--- src/rtl/baud_pkg.sv ---
// baud_pkg: shared defaults, minimum divisor and divisor record for the baud generator
package baud_pkg;
  localparam int DIV_W_DEF      = 16;
  localparam int FRAC_W_DEF     = 4;
  localparam int OVERSAMPLE_DEF = 16;
  localparam int DEFAULT_DIV    = 651;
  localparam int MIN_DIV        = 2;
  typedef struct packed {
    logic [DIV_W_DEF-1:0]  div_i;
    logic [FRAC_W_DEF-1:0] div_f;
  } div_t;
endpackage

--- src/rtl/baud_gen_prog_if.sv ---
// baud_gen_prog_if: CSR-side control and tick outputs of the baud generator
//   master (CSR/engines): drives en, sync_rst, div_wr, div_int, div_frac; reads div_cur, tick_os, tick_baud
//   slave  (generator)  : the reverse
interface baud_gen_prog_if #(
  parameter int DIV_W  = baud_pkg::DIV_W_DEF,
  parameter int FRAC_W = baud_pkg::FRAC_W_DEF
);
  logic              en;
  logic              sync_rst;
  logic              div_wr;
  logic [DIV_W-1:0]  div_int;
  logic [FRAC_W-1:0] div_frac;
  logic [DIV_W-1:0]  div_cur;
  logic              tick_os;
  logic              tick_baud;
  modport master(output en, sync_rst, div_wr, div_int, div_frac,
                 input  div_cur, tick_os, tick_baud);
  modport slave (input  en, sync_rst, div_wr, div_int, div_frac,
                 output div_cur, tick_os, tick_baud);
endinterface

--- src/rtl/baud_frac_acc.sv ---
// baud_frac_acc: fractional phase accumulator; o_long flags that the current period is one clk longer
//   clk, reset : clock, async active-high reset
//   i_clr      : synchronous clear (phase restart)
//   i_step     : period wrap, add i_frac to the accumulator
//   i_frac     : fraction applying to the period that follows the wrap
//   o_long     : carry of the last step, i.e. the running period is div_cur+1
module baud_frac_acc #(
  parameter int FRAC_W = baud_pkg::FRAC_W_DEF
) (
  input  logic              clk,
  input  logic              reset,
  input  logic              i_clr,
  input  logic              i_step,
  input  logic [FRAC_W-1:0] i_frac,
  output logic              o_long
);
  logic [FRAC_W-1:0] r_acc;
  logic              r_long;
  always_ff @(posedge clk or posedge reset)
    if (reset) {r_long, r_acc} <= '0;
    else if (i_clr) {r_long, r_acc} <= '0;
    else if (i_step) {r_long, r_acc} <= {1'b0, r_acc} + {1'b0, i_frac};
  assign o_long = r_long;
endmodule

--- src/rtl/baud_gen_prog.sv ---
// baud_gen_prog: programmable UART baud generator producing oversample and bit ticks
//   clk, reset : clock, async active-high reset
//   bus (slave): en, sync_rst, div_wr, div_int, div_frac in; div_cur, tick_os, tick_baud out
//   BAUD_FRAC_EN defined enables the fractional divisor (div_frac), otherwise div_frac is ignored
module baud_gen_prog #(
  parameter int DIV_W       = baud_pkg::DIV_W_DEF,
  parameter int FRAC_W      = baud_pkg::FRAC_W_DEF,
  parameter int OVERSAMPLE  = baud_pkg::OVERSAMPLE_DEF,
  parameter int DEFAULT_DIV = baud_pkg::DEFAULT_DIV
) (
  input logic             clk,
  input logic             reset,
  baud_gen_prog_if.slave  bus
);
  localparam int OS_W = OVERSAMPLE > 1 ? $clog2(OVERSAMPLE) : 1;
  logic [DIV_W-1:0] r_cnt, r_div_cur, r_sh_int, w_wr_int, w_nxt_int;
  logic [OS_W-1:0]  r_os_cnt;
  logic r_pend, r_tick_os, r_tick_baud, w_long, w_run, w_last, w_wrap, w_swap, w_os_last;
  assign w_wr_int  = bus.div_int < DIV_W'(baud_pkg::MIN_DIV) ? DIV_W'(baud_pkg::MIN_DIV) : bus.div_int;
  assign w_nxt_int = bus.div_wr ? w_wr_int : r_sh_int;
  assign w_run     = bus.en & ~bus.sync_rst;
  // >= rather than == so an immediate load of a smaller divisor mid-period still wraps
  assign w_last    = {1'b0, r_cnt} + (DIV_W+1)'(1) >= {1'b0, r_div_cur} + (DIV_W+1)'(w_long);
  assign w_wrap    = w_run & w_last;
  // a pending (or same-cycle) write takes over exactly at the period boundary
  assign w_swap    = w_wrap & (r_pend | bus.div_wr);
  assign w_os_last = r_os_cnt == OS_W'(OVERSAMPLE-1);
`ifdef BAUD_FRAC_EN
  logic [FRAC_W-1:0] r_frac, r_sh_frac, w_nxt_frac;
  assign w_nxt_frac = bus.div_wr ? bus.div_frac : r_sh_frac;
  baud_frac_acc #(.FRAC_W(FRAC_W)) u_acc (
    .clk    (clk),
    .reset  (reset),
    .i_clr  (bus.sync_rst),
    .i_step (w_wrap),
    .i_frac (w_swap ? w_nxt_frac : r_frac),
    .o_long (w_long)
  );
  always_ff @(posedge clk or posedge reset)
    if (reset) begin
      r_frac    <= '0;
      r_sh_frac <= '0;
    end else begin
      if (bus.div_wr & ~w_run) r_frac <= bus.div_frac;
      else if (w_swap) r_frac <= w_nxt_frac;
      if (bus.div_wr) r_sh_frac <= bus.div_frac;
    end
`else
  logic w_unused_frac;
  assign w_unused_frac = ^bus.div_frac;
  assign w_long = 1'b0;
`endif
  always_ff @(posedge clk or posedge reset)
    if (reset) begin
      r_cnt       <= '0;
      r_os_cnt    <= '0;
      r_div_cur   <= DIV_W'(DEFAULT_DIV);
      r_sh_int    <= DIV_W'(DEFAULT_DIV);
      r_pend      <= 1'b0;
      r_tick_os   <= 1'b0;
      r_tick_baud <= 1'b0;
    end else begin
      r_tick_os   <= w_wrap;
      r_tick_baud <= w_wrap & w_os_last;
      if (bus.sync_rst) begin
        r_cnt    <= '0;
        r_os_cnt <= '0;
      end else if (bus.en) begin
        r_cnt <= w_last ? '0 : r_cnt + DIV_W'(1);
        if (w_last) r_os_cnt <= w_os_last ? '0 : r_os_cnt + OS_W'(1);
      end
      if (bus.div_wr & ~w_run) begin
        r_div_cur <= w_wr_int;
        r_pend    <= 1'b0;
      end else if (w_swap) begin
        r_div_cur <= w_nxt_int;
        r_pend    <= 1'b0;
      end else if (bus.div_wr) r_pend <= 1'b1;
      if (bus.div_wr) r_sh_int <= w_wr_int;
    end
  assign bus.div_cur   = r_div_cur;
  assign bus.tick_os   = r_tick_os;
  assign bus.tick_baud = r_tick_baud;
endmodule

--- src/flat_wrapper.sv ---
// flat-port wrapper written by rule: the top's interface ports become plain ports
module baud_gen_prog_flat 
#(
  parameter int DIV_W       = baud_pkg::DIV_W_DEF,
  parameter int FRAC_W      = baud_pkg::FRAC_W_DEF,
  parameter int OVERSAMPLE  = baud_pkg::OVERSAMPLE_DEF,
  parameter int DEFAULT_DIV = baud_pkg::DEFAULT_DIV
)
  (clk, reset, bus_en, bus_sync_rst, bus_div_wr, bus_div_int, bus_div_frac, bus_div_cur, bus_tick_os, bus_tick_baud);
  baud_gen_prog_if #(.DIV_W(DIV_W), .FRAC_W(FRAC_W)) bus_i ();
  input logic clk;
  input logic reset;
  input wire logic [$bits(bus_i.en)-1:0] bus_en;
  input wire logic [$bits(bus_i.sync_rst)-1:0] bus_sync_rst;
  input wire logic [$bits(bus_i.div_wr)-1:0] bus_div_wr;
  input wire logic [$bits(bus_i.div_int)-1:0] bus_div_int;
  input wire logic [$bits(bus_i.div_frac)-1:0] bus_div_frac;
  output wire logic [$bits(bus_i.div_cur)-1:0] bus_div_cur;
  output wire logic [$bits(bus_i.tick_os)-1:0] bus_tick_os;
  output wire logic [$bits(bus_i.tick_baud)-1:0] bus_tick_baud;
  assign bus_i.en = bus_en;
  assign bus_i.sync_rst = bus_sync_rst;
  assign bus_i.div_wr = bus_div_wr;
  assign bus_i.div_int = bus_div_int;
  assign bus_i.div_frac = bus_div_frac;
  assign bus_div_cur = bus_i.div_cur;
  assign bus_tick_os = bus_i.tick_os;
  assign bus_tick_baud = bus_i.tick_baud;
  baud_gen_prog #(.DIV_W(DIV_W), .FRAC_W(FRAC_W), .OVERSAMPLE(OVERSAMPLE), .DEFAULT_DIV(DEFAULT_DIV)) u_core (.clk(clk), .reset(reset), .bus(bus_i));
endmodule
--- config.mk ---
export PLATFORM = sky130hd
export DESIGN_NAME = baud_gen_prog_flat
export DESIGN_NICKNAME = d
export VERILOG_FILES = /design/src/rtl/baud_pkg.sv /design/src/rtl/baud_gen_prog_if.sv /design/src/rtl/baud_frac_acc.sv /design/src/rtl/baud_gen_prog.sv /design/src/flat_wrapper.sv
export SDC_FILE = /design/constraint.sdc
export NUM_CORES = 1
export LEC_CHECK = 0
export ABC_CLOCK_PERIOD_IN_PS = 3130
export CAP_MARGIN = 10
export CORE_MARGIN = 2
export CORE_UTILIZATION = 49
export DETAILED_ROUTE_END_ITERATION = 12
export GPL_TIMING_DRIVEN = 0
export PLACE_DENSITY = 0.74
export SETUP_SLACK_MARGIN = 0.1
export SLEW_MARGIN = 20
export SYNTH_ARGS = -nofsm -noshare
export SYNTH_HDL_FRONTEND = slang
export SYNTH_HIERARCHICAL = 1
export SYNTH_SLANG_ARGS = --single-unit
--- constraint.sdc ---
create_clock -name clk -period 3.13 [get_ports clk]
set_clock_uncertainty 0.05 [all_clocks]
set_input_delay 0.939 -clock clk [delete_from_list [all_inputs] [get_ports clk]]
set_output_delay 0.939 -clock clk [all_outputs]
set_load 0.01 [all_outputs]
# Yosys cells after proc, flatten, opt, wreduce, memory -nomap -nowiden
# Cells that the tools add are included.
dict set report totals {
  register_bits 55
  in_bits 25
  out_inout_bits 18
  word_cells 40
}
dict set report classes {
  add_sub_neg 3
  n_lt_le_gt_ge 2
  n_eq_ne 1
  mux 14
  bitwise_logic 8
  reduce_logical 5
}
# operator count
set ops {}
lappend ops {{2-to-1 mux 16 bit} 7}
lappend ops {{adder 16 x 1 -> 17 bit, second input constant} 1}
lappend ops {{greater-or-equal comparator 17 x 16 -> 1 bit} 1}
lappend ops {{adder 16 x 1 -> 16 bit, second input constant} 1}
lappend ops {{less-than comparator 16 x 2 -> 1 bit, second input constant} 1}
lappend ops {{2-to-1 mux 4 bit} 4}
lappend ops {{nonzero test 2 bit} 3}
lappend ops {{bitwise AND 1 bit} 5}
lappend ops {{adder 4 x 1 -> 4 bit, second input constant} 1}
lappend ops {{== test 4 bit, second input constant} 1}
lappend ops {{2-to-1 mux 1 bit} 3}
lappend ops {{nonzero test 3 bit} 1}
lappend ops {{NOT 1 bit} 2}
lappend ops {{AND reduction 2 bit} 1}
lappend ops {{OR 1 bit} 1}

# Longest topological paths before layout
# Gate-level depths: netlist (run 1).
dict set report logic_depth {
  depth_word 6
  mapped_depth 14
  depth_no_buf 12
}

# Worst setup path before layout (run 1)
# No wires, ideal clock.
dict set report synth_path {
  path_kind {register to register}
  startpoint {register u_core.r_cnt[3]}
  endpoint {register u_core.r_div_cur[2], in the netlist u_core/bus.div_cur[2]}
  setup_ns 0.125
  t_arrival_ns 2.834
  required_time_ns 2.955
  slack_ns 0.121
  path_stages_with_launch 14
  path_buffers 2
  period_less_slack_ns 3.009
  path_cell_list {dfrtp_1 -> buf_2 -> nand3_1 -> nor2_1 -> nand3_1 -> xnor2_1 -> ha_1 -> a21oi_1 -> a21boi_0 -> o31ai_1 -> and4_4 -> a21oi_4 -> buf_12 -> mux2_4}
}
dict set report synth_between {
  elab_chain_len 5
}
# element line_no
set synth_rtl {}
lappend synth_rtl {{from (decl)} baud_gen_prog.sv:16} ;# logic [DIV_W-1:0] r_cnt, r_div_cur, r_sh_int, w_wr_int, w_nxt_int;
lappend synth_rtl {{from (signal assigned)} baud_gen_prog.sv:69} ;# r_cnt <= w_last ? '0 : r_cnt + DIV_W'(1);
lappend synth_rtl {{adder 16 x 1 -> 17 bit} baud_gen_prog.sv:23} ;# assign w_last = {1'b0, r_cnt} + (DIV_W+1)'(1) >= {1'b0, r_div_cur} + (DIV_W+1)'(w_long);
lappend synth_rtl {{greater-or-equal comparator 17 x 16 -> 1 bit} baud_gen_prog.sv:23}
lappend synth_rtl {{bitwise AND 1 bit} baud_gen_prog.sv:24} ;# assign w_wrap = w_run & w_last;
lappend synth_rtl {{bitwise AND 1 bit} baud_gen_prog.sv:26} ;# assign w_swap = w_wrap & (r_pend | bus.div_wr);
lappend synth_rtl {{nonzero test 2 bit (no source line)} -}
lappend synth_rtl {{to (signal assigned)} baud_gen_prog.sv:57} ;# r_div_cur <= DIV_W'(DEFAULT_DIV);
lappend synth_rtl {{to (signal assigned)} baud_gen_prog.sv:73} ;# r_div_cur <= w_wr_int;
lappend synth_rtl {{to (signal assigned)} baud_gen_prog.sv:76} ;# r_div_cur <= w_nxt_int;
lappend synth_rtl {{to (decl)} baud_gen_prog.sv:16}
# Every way passes these cells.
# A chain may end at the register's enable or synchronous reset.

# Worst setup path in the final report (run 1)
dict set report layout_path {
  startpoint {register u_core.r_cnt[8]}
  endpoint {register u_core.r_div_cur[8], in the netlist u_core/bus.div_cur[8]}
}
# Same word-level chain as after synthesis.

==> impl_metrics.csv, run 1 <==
group,metric,value,unit
run_status,status,"finished with violations",
run_status,violations,"setup timing",
floorplanning,initial_core_util,0.508,
setup_path,arrival,3.37,ns
floorplanning,die-height,82.4,um
setup_path,reg2reg_from,"u_core/r_cnt[8]$_DFFE_PP0P_",
synth,ys_types,38,
synth,yosys_warnings,6,
timing,tightest_slew,0.679,ns
setup_path,regToRegSetupSlack,-0.09,ns
timing,layout_setup_ws,-0.0902,ns
placed_design,routabilityCongestion,0.816,
drt,avgRoutedWirePerCell,17.1,um
setup_path,worst_r2r_endpoint,"u_core/bus.div_cur[8]$_DFFE_PP0P_",
timing,grt_setup_unrepaired,"yes",
finish,fillCellCount,424,
timing,hold_viol,0,
setup_path,slowest_stage,"dfrtp_1",
grt,antenna_found_initial,0,
setup_path,path_buf_inv,2,
timing,drv_slew,0,
synth,netlist_area,3010,um2
finish,areaGrowthSynthToFinish,39.8,%
timing,period_needed,3.22,ns
drt,num_vias,2392,
placed_design,place_area,3490,um2
floorplanning,die_x,82.4,um
setup_path,required,3.28,ns
clocking,clkSinkCount,55,
grt,grt_overflow,0,
timing,finalCritPeriodShare,1.03,
hold_path,min_delay_path_depth,1,
placed_design,dpl.hpwl,4480,um
clocking,cts_tree,"done",
setup_path,crit_chain,"and3_4 -> and4_4 -> nand4_1 -> xnor2_2 -> ha_1 -> nand4_1 -> nor2_4 -> o311ai_4 -> and4_4 -> a21oi_4 -> buf_6 -> buf_12 -> mux2_4",
floorplanning,rows,28,
grt,grt_usage,0.223,
synth,synth_seq_area_share,0.462,
hold_path,hold_start,"u_core/r_sh_int[4]$_DFF_PP0_",
hold_path,worstHoldPathType,"flop to flop",
clocking,htree_levels,2,
finish,antenna_cells,0,
drt,drc,0,
finish,nNetsFinal,400,
synth,synthCells,270,
synth,synth-seq-cells,55,
pwr,powerDensity,416,nW/um2
setup_path,critical-path-top-delay-family,"simple AND/OR/NAND/NOR gates",
placed_design,dp_slack,-0.373,ns
clocking,cts_made_buffers,5,
setup_path,critPathMaxFanout,8,
floorplanning,die_area,6780,um2
hold_path,hold_end,"u_core/r_sh_int[4]$_DFF_PP0_",
pwr,peakVddDrop,286,uV
synth,synth_nets,313,
pwr,finalPower,1.75,mW
floorplanning,ios,43,
drt,dr.pass1.iters,4,
finish,layout_commonest_cell,"dfrtp_1",
drt,drtIter0Drc,78,
placed_design,portBuffers,38,
setup_path,crit_path_end_kind,"flop",
timing,setup_viol,16,
floorplanning,core_area,5920,um2
setup_path,critPathKind,"flop to flop",
drt,routed_wl,7410,um
setup_path,max_stage_delay,0.37,ns
finish,finalInstanceArea,4210,um2
grt,grt_pass1_wl,11500,um
clocking,cts_buffer_depth,2,
grt,first_global_vias,2365,
drt,avgViaCountPerCell,5.52,
synth,syn_area_per_cell,11.1,um2
job,maxCapViolCount,0,
grt,grt_max_degree,56,
setup_path,worst_setup_path_start_kind,"flop",
clocking,clk-insertion-delay-late,0.31,ns
timing,holdWs,0.454,ns
timing,maxSlewHeadroom,0.547,
clocking,clk_pin_slew_worst_paths,0.11,ns
drt,drtAntennaViolNets,0,
pwr,p_leak,1.95,nW
finish,drive_above_1_share,0.369,
setup_path,rr_worst_depth,13,
finish,final_cell_mix,"dfrtp_1 (40), clkdlybuf4s50_1 (38), buf_4 (34)",
timing,clock.fmax,0.311,GHz
clocking,cts_root_buf,"clkbuf_8",
## worst max-delay path by stage
stage | start | to | slack [ns] | cells past startpoint
after floorplan | u_core/r_cnt[3]$_DFFE_PP0P_ | u_core/bus.div_cur[2]$_DFFE_PP0P_ | 0.12 | 13
after global placement | u_core/r_cnt[3]$_DFFE_PP0P_ | u_core/bus.div_cur[4]$_DFFE_PP0P_ | -0.33 | 14
after detailed placement | u_core/r_cnt[3]$_DFFE_PP0P_ | u_core/bus.div_cur[6]$_DFFE_PP0P_ | -0.37 | 14
after CTS | u_core/r_cnt[6]$_DFFE_PP0P_ | u_core/bus.div_cur[8]$_DFFE_PP0P_ | 0.02 | 14
after global routing | u_core/r_cnt[6]$_DFFE_PP0P_ | u_core/bus.div_cur[4]$_DFFE_PP0P_ | -0.22 | 13
final | u_core/r_cnt[8]$_DFFE_PP0P_ | u_core/bus.div_cur[8]$_DFFE_PP0P_ | -0.09 | 13
## sequential cells by signal, summed over array words and instances, names as in the netlist
signal                flops
u_core/bus.div_cur       16
u_core/r_cnt             16
u_core/r_sh_int          16
u_core/r_os_cnt           4
u_core/bus.tick_baud      1
u_core/bus.tick_os        1
u_core/r_pend             1
## through the flow
step / std cells / TNS (ns) / util
floorplan: 270 / 0 / -
global placement: 383 / -15.76 / 0.588
detailed placement: 383 / -9.88 / 0.589
CTS: 416 / 0 / 0.660
global route: 433 / -3.12 / 0.710
finish: 433 / -1.05 / 0.710
## power breakdown
part	internal (mW)	switching [mW]
Clock	0.264	0.243
Sequential	0.788	0.0481
Combinational	0.235	0.172
Total	1.29	0.463
## routing by layer
layer | up-vias | wire, um | GRT usage
met4 | 0 | 65 | 0.0383
met5 | - | 0 | 0
met2 | 48 | 3800 | 0.402
met1 | 1194 | 3310 | 0.282
met3 | 7 | 225 | 0.0402
li1 | 1143 | - | -
## cell usage after synthesis, drive strengths merged
master / instances / area [um2]
or2: 1 / 6.26
nor3: 10 / 50.1
xor2: 4 / 35.0
nor2: 18 / 83.8
nor4: 3 / 18.8
nor2b: 3 / 18.8
mux2: 31 / 387
nand4: 6 / 37.5
clkbuf: 7 / 26.3
dfrtp: 45 / 1130
a21boi: 2 / 15.0
ha: 18 / 225
o32ai: 1 / 8.76
o22a: 1 / 8.76
nand3: 13 / 65.1
o311ai: 1 / 8.76
xnor2: 10 / 87.6
o21ai: 2 / 10.0
a221o: 6 / 60.1
a31oi: 1 / 6.26
inv: 18 / 67.6
nand2: 20 / 75.1
buf: 4 / 40.0
and3: 1 / 11.3
dfstp: 10 / 263
and4: 3 / 31.3
o31ai: 4 / 30.0
mux2i: 3 / 30.0
nand2b: 5 / 31.3
a311o: 1 / 10.0
a21oi: 9 / 56.3
a22o: 9 / 78.8
## cell type report
type	count	area [um2]	area share
Multi-Input combinational cell	186	1700	0.404
Sequential cell	55	1400	0.332
Timing Repair Buffer	80	746	0.177
Tap cell	75	93.8	0.0223
Clock buffer	6	82.6	0.0196
Buffer	11	82.6	0.0196
Inverter	18	70.1	0.0167
Clock inverter	2	38.8	0.00922
## kinds of logic after synthesis
family | share of synthesized area
mux | 0.138
buf+inv | 0.0445
xor+xnor | 0.0407
fa+ha+maj | 0.0748
compound gates | 0.0973
flops | 0.462
simple gates | 0.143
## worst reg2reg max path, cell delays in order, from the launching register on
cell and delay [ns]:
dfrtp_1 0.37, and3_4 0.19, and4_4 0.27, nand4_1 0.16, xnor2_2 0.20, ha_1 0.30
nand4_1 0.19, nor2_4 0.22, o311ai_4 0.12, and4_4 0.21, a21oi_4 0.27, buf_6 0.15
buf_12 0.11, mux2_4 0.29
## timing repair
item	CTS	global route
gates cloned	1	2
setup endpoints to repair	38	38
gates resized for setup	23	42
pin swaps	13	14
buffers inserted	24	15
hold buffers	0	0
No activity file was read; power rests on OpenSTA's default activity.
==> inputs of run 2 (changes only) <==
--- a/config.mk
+++ b/config.mk
@@ -7,13 +7,12 @@
 export LEC_CHECK = 0
 export ABC_CLOCK_PERIOD_IN_PS = 3130
 export CAP_MARGIN = 10
-export CORE_MARGIN = 2
+export CORE_MARGIN = 5
 export CORE_UTILIZATION = 49
 export DETAILED_ROUTE_END_ITERATION = 12
 export GPL_TIMING_DRIVEN = 0
 export PLACE_DENSITY = 0.74
 export SETUP_SLACK_MARGIN = 0.1
-export SLEW_MARGIN = 20
 export SYNTH_ARGS = -nofsm -noshare
 export SYNTH_HDL_FRONTEND = slang
 export SYNTH_HIERARCHICAL = 1
==> run 2 against run 1 <==
The run still ends with setup timing left. Global-route usage shrank 2.1 points. Clock power grew 1%. Combinational power fell by 4%. Register-to-register slack improved by 0.06 ns. Power fell by 0.83%. First-iteration DRC count increased by 49%. Critical path type unchanged.
==> impl_metrics.csv, run 2 (same netlist as run 1, synthesis figures left out) <==
group,metric,value,unit
clocking,cts_tree,"done",
timing,layout_setup_ws,-0.0319,ns
pwr,finalPower,1.73,mW
floorplanning,core_area,5960,um2
setup_path,slowest_stage,"dfrtp_1",
setup_path,required,3.33,ns
setup_path,worst_setup_path_start_kind,"flop",
grt,first_global_vias,2547,
drt,avgViaCountPerCell,5.50,
grt,grt_usage,0.203,
timing,tightest_slew,0.738,ns
finish,nNetsFinal,397,
setup_path,critPathKind,"flop to flop",
timing,clock.fmax,0.316,GHz
clocking,clk-insertion-delay-late,0.31,ns
pwr,pwr-share-comb,0.225,
setup_path,worst_r2r_endpoint,"u_core/r_cnt[2]$_DFFE_PP0P_",
placed_design,routabilityCongestion,0.825,
drt,routed_wl,7330,um
pwr,switchingPower,0.459,mW
pwr,peakVddDrop,333,uV
run_status,violations,"setup timing",
setup_path,cp_num_cells,14,
finish,seqCellArea,1390,um2
timing,hold_viol,0,
timing,holdWs,0.457,ns
timing,period_needed,3.16,ns
pwr,p_leak,1.92,nW
timing,setup_viol,6,
clocking,clkSinkCount,55,
drt,drtAntennaViolNets,0,
drt,dr_wl_met2,3710,um
clocking,cts_made_buffers,5,
setup_path,startpoint,"u_core/r_cnt[7]$_DFFE_PP0P_",
setup_path,critical-path-top-delay-family,"compound AO/OA/AOI/OAI gates",
hold_path,worstHoldPathType,"flop to flop",
finish,fillCellCount,443,
floorplanning,rows,28,
clocking,htree_levels,2,
timing,grt_setup_unrepaired,"yes",
setup_path,cp-endpoint,"u_core/r_cnt[2]$_DFFE_PP0P_",
finish,multi_input_area,1670,um2
finish,finalInstanceArea,4170,um2
setup_path,regToRegSetupSlack,-0.03,ns
clocking,clk_pin_slew_worst_paths,0.10,ns
finish,final_cell_mix,"dfrtp_1 (41), clkdlybuf4s50_1 (38), buf_4 (33)",
run_status,status,"finished with violations",
pwr,powerDensity,416,nW/um2
floorplanning,initial_core_util,0.505,
setup_path,rr_worst_depth,14,
pwr,switching_share,0.265,
grt,grt_pass1_wl,12200,um
placed_design,post-place-cells,384,
floorplanning,die-height,88.4,um
placed_design,portBuffers,38,
setup_path,path_buf_inv,4,
grt,grt_overflow,0,
floorplanning,die_area,7810,um2
placed_design,place_area,3500,um2
grt,antenna_found_initial,0,
setup_path,critPathMaxFanout,10,
timing,maxSlewHeadroom,0.508,
setup_path,reg2reg_from,"u_core/r_cnt[7]$_DFFE_PP0P_",
drt,wl_met1,3280,um
pwr,seqPwrFrac,0.480,
drt,top_layer_used,"met4",
finish,layout_commonest_cell,"dfrtp_1",
drt,drc,0,
setup_path,crit_path_end_kind,"flop",
placed_design,dpl.hpwl,4810,um
timing,setup_tns,-0.177,ns
timing,finalCritPeriodShare,1.01,
pwr,p_int,1.28,mW
job,maxCapViolCount,0,
drt,avgRoutedWirePerCell,17.0,um
grt,grt_max_degree,29,
setup_path,crit_chain,"and3_4 -> and4_4 -> nand4_1 -> xnor2_2 -> ha_1 -> buf_4 -> a21boi_1 -> o31ai_2 -> buf_4 -> nand4_1 -> buf_6 -> buf_12 -> o31ai_1 -> a22o_1",
drt,dr.pass1.iters,4,
finish,antenna_cells,0,
clocking,cts_buffer_depth,2,
setup_path,arrival,3.37,ns
drt,drtIter0Drc,116,
clocking,cts_root_buf,"clkbuf_8",
floorplanning,die_x,88.4,um
finish,fin_cells,430,
floorplanning,ios,43,
drt,wl_met3,227,um
pwr,p_clk_frac,0.295,
finish,drive_above_1_share,0.363,
drt,num_vias,2365,
setup_path,max_stage_delay,0.38,ns
finish,areaGrowthSynthToFinish,38.4,%
timing,drv_slew,0,
-- run 2: what timing repair did --
item                                    4_1_cts  5_1_grt
setup buffers                                28        8
gates cloned                                  1        1
endpoints found under the setup margin       39       37
pin swaps                                    19       15
hold buffers                                  0        0
resized for setup                            27       25
-- run 2: worst register-to-register path: cells and delay by family (launching register included) --
kind | cells | cell delay [ns]
buf+inv | 4 | 0.60
fa+ha+maj | 1 | 0.29
xor+xnor | 1 | 0.20
simple gates | 4 | 0.77
compound gates | 4 | 0.80
flops | 1 | 0.38
-- run 2: layout make-up --
cell class	instances	share of cell area
multi-input combinational	186	0.401
tap	75	0.0225
inverter	18	0.0162
clock inverter	2	0.00931
buffer	11	0.0207
clock buffer	6	0.0198
timing repair buffer	77	0.176
sequential	55	0.335
-- run 2: through the flow --
stage	worst slack (ns)	util
after floorplan	0.121	-
after global placement	-0.324	0.585
after detailed placement	-0.371	0.588
after CTS	0.0550	0.669
after global routing	-0.166	0.699
final	-0.0319	0.699
-- run 2: worst min-delay path by stage --
stage,cells after the start,start,slack (ns),endpoint
3_5_place_dp,1,u_core/r_sh_int[4]$_DFF_PP0_,0.43,u_core/r_sh_int[4]$_DFF_PP0_
6_report,1,u_core/r_sh_int[4]$_DFF_PP0_,0.46,u_core/r_sh_int[4]$_DFF_PP0_
3_3_place_gp,1,u_core/r_sh_int[6]$_DFF_PP0_,0.43,u_core/r_sh_int[6]$_DFF_PP0_
5_1_grt,1,u_core/r_sh_int[4]$_DFF_PP0_,0.47,u_core/r_sh_int[4]$_DFF_PP0_
2_1_floorplan,2,u_core/r_sh_int[0]$_DFF_PP1_,0.42,u_core/r_sh_int[0]$_DFF_PP1_
4_1_cts,1,u_core/r_sh_int[4]$_DFF_PP0_,0.46,u_core/r_sh_int[4]$_DFF_PP0_
-- run 2: layer usage --
metal,GRT usage,up-vias
li1,-,1136
met1,0.252,1177
met2,0.360,42
met3,0.0317,10
met4,0.0659,0
met5,0,-
-- run 2: power by group through the flow --
stage / registers [mW] / logic, mW / clock network [mW]
after floorplan: 0.853 / 0.177 / 0
after global placement: 0.844 / 0.338 / 0
after detailed placement: 0.845 / 0.352 / 0
after CTS: 0.833 / 0.381 / 0.521
after global routing: 0.843 / 0.427 / 0.555
final: 0.832 / 0.391 / 0.511
==> inputs of run 3 (changes only) <==
--- a/config.mk
+++ b/config.mk
@@ -8,10 +8,11 @@
 export ABC_CLOCK_PERIOD_IN_PS = 3130
 export CAP_MARGIN = 10
 export CORE_MARGIN = 5
-export CORE_UTILIZATION = 49
+export CORE_UTILIZATION = 57
 export DETAILED_ROUTE_END_ITERATION = 12
+export DONT_BUFFER_PORTS = 1
 export GPL_TIMING_DRIVEN = 0
-export PLACE_DENSITY = 0.74
+export PLACE_DENSITY = 0.73
 export SETUP_SLACK_MARGIN = 0.1
 export SYNTH_ARGS = -nofsm -noshare
 export SYNTH_HDL_FRONTEND = slang
==> run 3 against run 2 <==
The run now ends clean. Critical path depth unchanged. Die area down 12%. Non-clock buffer count down 45. Utilization up 1.8 points. Maximum frequency up 1.3%. Combinational power down 32%. Largest cell class unchanged.
==> impl_metrics.csv, run 3 (same netlist as run 1, synthesis figures left out) <==
group,metric,value,unit
clocking,cts_buffer_depth,2,
floorplanning,core_area,5110,um2
setup_path,arrival,3.27,ns
grt,antenna_found_initial,0,
setup_path,startpoint,"u_core/r_cnt[8]$_DFFE_PP0P_",
setup_path,crit_path_end_kind,"flop",
timing,layout_setup_ws,0.00950,ns
grt,grt_overflow,0,
placed_design,routabilityCongestion,0.797,
run_status,status,"finished, final reports clean",
setup_path,reg2reg_from,"u_core/r_cnt[8]$_DFFE_PP0P_",
pwr,finalPower,1.53,mW
timing,period_needed,3.12,ns
clocking,clkSinkCount,55,
grt,grt_usage,0.221,
clocking,htree_levels,2,
placed_design,dp_slack,-0.386,ns
finish,areaGrowthSynthToFinish,21.7,%
floorplanning,die_area,6830,um2
clocking,cts_root_buf,"clkbuf_8",
grt,grt_max_degree,37,
hold_path,worstHoldPathType,"input pin to async pin",
pwr,p_leak,1.72,nW
pwr,powerDensity,419,nW/um2
timing,setup_tns,0,ns
clocking,cts_hold_buf,0,
placed_design,dpl.hpwl,4550,um
floorplanning,rows,26,
timing,grt_setup_unrepaired,"yes",
placed_design,post-place-cells,341,
drt,drc,0,
timing,tightest_slew,0.556,ns
setup_path,critPathMaxFanout,7,
timing,finalCritPeriodShare,0.997,
grt,first_global_vias,2262,
drt,avgViaCountPerCell,5.88,
grt,grt_pass1_wl,11300,um
setup_path,worst_setup_path_start_kind,"flop",
drt,avgRoutedWirePerCell,18.3,um
finish,layout_commonest_cell,"dfrtp_1",
setup_path,required,3.28,ns
placed_design,portBuffers,0,
drt,dr.pass1.iters,4,
drt,num_vias,2235,
finish,antenna_cells,0,
finish,nNetsFinal,352,
setup_path,critPathKind,"flop to flop",
timing,drv_slew,0,
clocking,cts_tree,"done",
floorplanning,ios,43,
floorplanning,die_x,82.7,um
job,maxCapViolCount,0,
finish,final_cell_mix,"dfrtp_1 (40), buf_4 (23)",
finish,drive_above_1_share,0.374,
floorplanning,initial_core_util,0.589,
timing,hold_viol,0,
clocking,clk-insertion-delay-late,0.32,ns
timing,maxSlewHeadroom,0.629,
finish,multi_input_area,1660,um2
drt,drtAntennaViolNets,0,
timing,setup_viol,0,
timing,clock.fmax,0.320,GHz
drt,routed_wl,6970,um
drt,drtIter0Drc,147,
clocking,clk_pin_slew_worst_paths,0.11,ns
finish,seqCellArea,1400,um2
finish,fin_cells,380,
pwr,peakVddDrop,329,uV
finish,fillCellCount,374,
floorplanning,die-height,82.7,um
clocking,cts_made_buffers,5,
-- run 3: cell type report --
cell class,instances,area share
clock inverter,2,0.00478
clock buffer,6,0.0198
multi-input combinational,186,0.453
timing repair buffer,32,0.0772
inverter,18,0.0184
sequential,55,0.381
buffer,11,0.0222
tap,70,0.0239
-- run 3: per-layer routing --
metal  global-route usage  share of wire  up-vias
li1                     -              -     1034
met1                0.278           0.43     1134
met2                0.367           0.50       53
met3               0.0499          0.051       14
met4               0.0882          0.021        0
met5                    0              0        -
-- run 3: worst max-delay path: stages, from the launching register on --
cell,delay [ns]
dfrtp_1,0.39
and3_4,0.20
and4_4,0.25
nand4_1,0.16
xnor2_2,0.20
ha_1,0.30
nand4_1,0.16
nor2_4,0.18
o311ai_4,0.12
buf_4,0.15
nand4_1,0.15
buf_4,0.16
nor2_4,0.06
buf_6,0.17
a221o_1,0.31
-- run 3: where the power goes --
group	switching (mW)	total, mW	leakage (nW)	internal [mW]
logic	0.124	0.265	1.00	0.140
registers	0.0740	0.862	0.674	0.788
clock network	0.244	0.407	0.0458	0.163
-- run 3: final timing paths --
check	endpoint	slack, ns	cells past startpoint
setup / recovery	u_core/r_cnt[3]$_DFFE_PP0P_	0.01	14
hold / removal	u_core/r_cnt[14]$_DFFE_PP0P_	0.45	1
setup reg to reg	u_core/r_cnt[3]$_DFFE_PP0P_	0.01	14
hold reg to reg	u_core/r_sh_int[5]$_DFF_PP0_	0.46	1
max in group asynchronous	u_core/bus.div_cur[7]$_DFFE_PP1P_	1.97	2
min in group clk	u_core/r_sh_int[5]$_DFF_PP0_	0.46	1
-- run 3: what timing repair did --
action	CTS	global route
pin swaps	19	10
setup endpoints to repair	37	37
cloned	1	1
gates resized for setup	34	23
setup buffers	22	9
-- run 3: through the flow --
step / instance area, um2 / util / hold slack, ns
floorplan: 3010 / - / 0.415
global placement: 3100 / 0.606 / 0.429
detailed placement: 3120 / 0.610 / 0.438
CTS: 3540 / 0.693 / 0.457
global route: 3660 / 0.717 / 0.459
finish: 3660 / 0.717 / 0.451
